`src/rtl/mem_rr_arbiter.sv`:
```
// Round-robin arbiter sharing one port of the dual-port memory among NREQ
// requesters, with a tagged two-stage read-return pipeline.
module mem_rr_arbiter #(
  parameter int WIDTH = 8,
  parameter int ADDR  = 3,
  parameter int NREQ  = 4
) (
  input  logic                                      i_clk,
  input  logic                                      i_rst_n,
  input  logic [NREQ-1:0]                           i_req,
  input  logic [NREQ-1:0]                           i_we,
  input  logic [NREQ*ADDR-1:0]                      i_addr,
  input  logic [NREQ*WIDTH-1:0]                     i_wdata,
  input  logic                                      i_hold,
  output logic [NREQ-1:0]                           o_gnt,
  output logic                                      o_mem_en,
  output logic                                      o_mem_we,
  output logic [ADDR-1:0]                           o_mem_addr,
  output logic [WIDTH-1:0]                          o_mem_din,
  input  logic [WIDTH-1:0]                          i_mem_dout,
  output logic                                      o_rvalid,
  output logic [WIDTH-1:0]                          o_rdata,
  output logic [((NREQ > 1) ? $clog2(NREQ) : 1)-1:0] o_rid
);

  localparam int IDW = (NREQ > 1) ? $clog2(NREQ) : 1;

  logic [IDW-1:0]   ptr_q, ptr_d;
  logic             s1Valid_q, s1Valid_d;
  logic [IDW-1:0]   s1Id_q, s1Id_d;
  logic             s2Valid_q, s2Valid_d;
  logic [IDW-1:0]   s2Id_q, s2Id_d;
  logic             memEn_q, memEn_d;
  logic             memWe_q, memWe_d;
  logic [ADDR-1:0]  memAddr_q, memAddr_d;
  logic [WIDTH-1:0] memDin_q, memDin_d;
  logic             rvalid_q, rvalid_d;
  logic [WIDTH-1:0] rdata_q, rdata_d;
  logic [IDW-1:0]   rid_q, rid_d;

  logic [IDW-1:0]   win;
  logic             anyReq;
  logic             grantEn;
  logic [IDW:0]     scanIdx;
  logic [IDW:0]     ptrInc;
  logic [NREQ-1:0]  oneHot;

  // Scan from ptr upward with wrap-around; the first requester found wins.
  always_comb begin
    win     = ptr_q;
    anyReq  = 1'b0;
    scanIdx = '0;
    for (int i = 0; i < NREQ; i++) begin
      scanIdx = {1'b0, ptr_q} + (IDW+1)'(i);
      if (scanIdx >= (IDW+1)'(NREQ)) scanIdx = scanIdx - (IDW+1)'(NREQ);
      if (!anyReq && i_req[scanIdx[IDW-1:0]]) begin
        anyReq = 1'b1;
        win    = scanIdx[IDW-1:0];
      end
    end
  end

  assign grantEn = i_rst_n & ~i_hold & anyReq;
  assign oneHot  = {{(NREQ-1){1'b0}}, 1'b1};
  assign o_gnt   = grantEn ? (oneHot << win) : '0;

  always_comb begin
    ptr_d     = ptr_q;
    ptrInc    = {1'b0, win} + 1'b1;
    memEn_d   = grantEn;
    memWe_d   = grantEn & i_we[win];
    memAddr_d = memAddr_q;
    memDin_d  = memDin_q;
    if (grantEn) begin
      ptr_d     = (ptrInc == (IDW+1)'(NREQ)) ? '0 : ptrInc[IDW-1:0];
      memAddr_d = i_addr[win*ADDR +: ADDR];
      memDin_d  = i_wdata[win*WIDTH +: WIDTH];
    end
    // Reads carry their requester id down the pipe to tag the returning data.
    s1Valid_d = grantEn & ~i_we[win];
    s1Id_d    = win;
    s2Valid_d = s1Valid_q;
    s2Id_d    = s1Id_q;
    rvalid_d  = s2Valid_q;
    rdata_d   = s2Valid_q ? i_mem_dout : rdata_q;
    rid_d     = s2Valid_q ? s2Id_q : rid_q;
  end

  always_ff @(posedge i_clk) begin
    if (!i_rst_n) begin
      ptr_q     <= '0;
      s1Valid_q <= 1'b0;
      s1Id_q    <= '0;
      s2Valid_q <= 1'b0;
      s2Id_q    <= '0;
      memEn_q   <= 1'b0;
      memWe_q   <= 1'b0;
      memAddr_q <= '0;
      memDin_q  <= '0;
      rvalid_q  <= 1'b0;
      rdata_q   <= '0;
      rid_q     <= '0;
    end else begin
      ptr_q     <= ptr_d;
      s1Valid_q <= s1Valid_d;
      s1Id_q    <= s1Id_d;
      s2Valid_q <= s2Valid_d;
      s2Id_q    <= s2Id_d;
      memEn_q   <= memEn_d;
      memWe_q   <= memWe_d;
      memAddr_q <= memAddr_d;
      memDin_q  <= memDin_d;
      rvalid_q  <= rvalid_d;
      rdata_q   <= rdata_d;
      rid_q     <= rid_d;
    end
  end

  assign o_mem_en   = memEn_q;
  assign o_mem_we   = memWe_q;
  assign o_mem_addr = memAddr_q;
  assign o_mem_din  = memDin_q;
  assign o_rvalid   = rvalid_q;
  assign o_rdata    = rdata_q;
  assign o_rid      = rid_q;

endmodule
```
`config.mk`:
```
export PLATFORM = sky130hd
export DESIGN_NAME = mem_rr_arbiter
export DESIGN_NICKNAME = d
export VERILOG_FILES = /design/src/rtl/mem_rr_arbiter.sv
export SDC_FILE = /design/constraint.sdc
export NUM_CORES = 1
export LEC_CHECK = 0
export CAP_MARGIN = 0
export CORE_MARGIN = 4
export CORE_UTILIZATION = 40
export DETAILED_ROUTE_END_ITERATION = 8
export HOLD_SLACK_MARGIN = 0.1
export PLACE_DENSITY = 0.78
export SLEW_MARGIN = 20
export SYNTH_ARGS = -nofsm -noshare
export SYNTH_HDL_FRONTEND = slang
export SYNTH_SLANG_ARGS = --single-unit
export TNS_END_PERCENT = 100
```
`constraint.sdc`:
```
create_clock -name i_clk -period 5.6 [get_ports i_clk]
set_clock_uncertainty 0.2 [all_clocks]
set_input_delay 1.12 -clock i_clk [delete_from_list [all_inputs] [get_ports i_clk]]
set_output_delay 1.12 -clock i_clk [all_outputs]
set_load 0.005 [all_outputs]
```
==> key figures <==
Status
  • Status: finished, final reports clean

Power and ir drop
  • Pwr Density: between 200 and 300 mW/mm^2
  • Peak supply drop: 0.000129 V
  • Leakage: between 0.9 and 1 nW

Critical path
  • Reg2Reg Depth: 5
  • FF-to-FF setup slack: 3.22 ns
  • Reg2reg end: o_mem_din[2]
  • Startpoint Class: primary input
  • R2r startpoint: ptr_q[0]
  • Arrival time worst endpoint: 3.59 ns
  • Top fanout value on the critical path: 16
  • Crit. End Element: output port
  • Critical path type: primary input to output port
  • Crit path required time: between 4 and 5 ns

Detailed routing
  • DRT Pass-1 Iters: 4
  • Routed vias: 1771
  • Antenna viol nets, final: 0
  • Detailed-route DRC error count: 0
  • Vias per cell: roughly 5.5
  • Initial drt markers: 133
  • Post-DR wirelength/cell: 15.8 microns
  • Final wirelength: 5.08 mm

CTS
  • CTS resizes: 0
  • Worst-Skew Late Latency: approximately 0.28 ns
  • CTS max path bufs: 2
  • Inserted Clock Buffers: 5
  • Hold buffer count at cts: 0
  • Clk slew on worst S/H paths: 0.07 ns
  • CTS tree: yes
  • CTS HTree Levels: 2
  • # Post-CTS Setup Buffers: 0
  • Root Driver: clkbuf_8
  • Clk sink count: 32

Floorplan
  • Die area: 0.00533 sq mm
  • Initial core utilization: 0.417
  • Die Ht: 73.0 microns
  • Die Span X: 73.0 microns
  • Core area: 0.00406 sq mm
  • Top-level port count: 91
  • Row Count: 23

Global route
  • Initial antenna violation count: 0
  • GR peak layer: met2
  • First-pass GRT wire length: 8.01 mm
  • Grt met3 use: 0.0551
  • Total grt overflow: 0
  • Grt met1 use: 0.246
  • Vias in the first global route: 1687
  • GR Util All Layers: 0.195
  • GR Util met2: 0.310
  • Largest net degree at the start of global routing: 26

Logic synthesis
  • Syn_nets: 254
  • Yosys top cell by area: dfxtp_1
  • Synth top area cells: dfxtp_1 38%, and2_1 7.8%, mux2i_1 7.1%, a221o_1 6.5%, a32o_1 6.5%
  • Yosys warns: 0
  • Post-synthesis sequential area ratio: 0.379
  • Syn Std Cell Area: 0.00169 sq mm
  • Yosys top cell area share: 0.379
  • #FFs+latches synth: 32
  • Post-synth EDFFs: 0
  • Top FF cell, synth: dfxtp_1
  • Mean post-synth cell area: 9.05 sq um
  • Distinct cells, synth: 30
  • Syn Inst Count: 187
  • Asr flop ratio synth: 0

STA
  • Final Critical Period: about 5 ns
  • Worst Hold Slack: around 0.24 ns
  • Final Max Slew Viols: 0
  • Final hold vios: 0
  • Max transition margin: 0.455
  • Fin crit share: 0.877
  • Setup_tns: 0 ns
  • RSZ-0062 raised after global routing: no
  • Maximum clock frequency: 204 MHz
  • Worst slew pin tran: just over 0.8 ns
  • Final setup fails: 0

Finish
  • Multi-input logic area: 961 sq um
  • Nets@finish: 337
  • P&R area growth vs syn: 61.1%
  • Reg area: 641 sq um
  • Share of post-route cells with drive strength above 1: 0.0590
  • Fill count: 356
  • # diodes: 0

Place
  • Final HPWL DP: 3.65 mm
  • Routability cong.: 0.787
  • IO buf count: 90

Flow run
  • Max cap viols: 0

Worst hold path
  • Hold_sp: s1Id_q[1]
  • Type of the most critical hold path: flip-flop to flip-flop
  • Worst Hold Depth: 1
  • WHS Endpoint: s2Id_q[1]
==> metrics by stage <==
step           power (W)  worst slack (ns)  cell area, sq um   util  cells
6_report        0.000729             0.690              2730  0.672    321
5_1_grt         0.000772             0.508              2730  0.672    321
4_1_cts         0.000732             0.718              2730  0.672    321
3_5_place_dp    0.000488             0.730              2600  0.640    313
3_3_place_gp    0.000486             0.820              2600  0.640    313
2_1_floorplan   0.000392              1.90              1690      -    187
==> report_power, final <==
group	internal [W]	switching, W
clock	0.000157	0.0000871
sequential	0.000249	0.0000137
combinational	0.000121	0.000101
total	0.000527	0.000202
==> final cells by class <==
type	instances	share of cell area
multi-input combinational	135	0.353
timing repair buffer	93	0.339
sequential	32	0.235
clock buffer	7	0.0354
tap	50	0.0230
clock inverter	1	0.0110
inverter	3	0.00413
==> layer usage <==
layer,share of wire,vias up
li1,-,869
met1,0.42,813
met2,0.47,81
met3,0.099,8
met4,0.015,0
met5,0,-
==> critical path: stages <==
cell,delay (ns)
clkdlybuf4s50_1,0.54
nor2b_1,0.27
o21ba_1,0.49
nor3_4,0.10
inv_2,0.27
ha_1,0.19
and2_1,0.11
clkdlybuf4s50_1,0.50
==> placed cells by master (no fill, tap or decap), types with 7 or more instances in the layout <==
cell type | synthesis | layout
and2_1 | 21 | 21
clkbuf_8 | 0 | 7
a221o_1 | 11 | 11
a31oi_1 | 11 | 11
nor2_1 | 16 | 16
nor4_1 | 13 | 13
dfxtp_1 | 32 | 32
mux2i_1 | 12 | 12
a32o_1 | 11 | 11
o21ai_0 | 14 | 13
clkdlybuf4s50_1 | 0 | 90
==> how the worst max path moves through the flow <==
stage,start,end,slack (ns)
4_1_cts,i_req[0],o_gnt[2],0.72
6_report,i_req[0],o_gnt[2],0.69
3_3_place_gp,i_req[0],o_gnt[0],0.82
2_1_floorplan,i_req[2],o_gnt[0],1.90
5_1_grt,i_req[0],o_gnt[0],0.51
3_5_place_dp,i_req[0],o_gnt[2],0.73
==> synthesized netlist by cell type (5+ instances only) <==
cell	instances
nor4_1	13
nand2_1	5
o21ai_0	14
dfxtp_1	32
nor2_1	16
mux2i_1	12
and2_1	21
a221o_1	11
a32o_1	11
clkbuf_1	11
a31oi_1	11
==> registers in the layout, summed over array words and instances (netlist names) <==
register / cells
ptr_q: 2
o_rvalid: 1
rvalid_d: 1
s1Valid_q: 1
o_rdata: 8
o_mem_addr: 3
o_mem_din: 8
o_mem_we: 1
o_mem_en: 1
o_rid: 2
s1Id_q: 2
s2Id_q: 2
==> kinds of logic after synthesis <==
kind of cell               after synthesis  synth area share
adders and majority gates                4            0.0296
AOI/OAI and AO/OA                       55             0.253
buffers and inverters                   20            0.0562
DFF                                     32             0.379
and+or+nand+nor                         64             0.212
muxes                                   12            0.0710
Note: power is estimated with default switching activity, not from simulation.
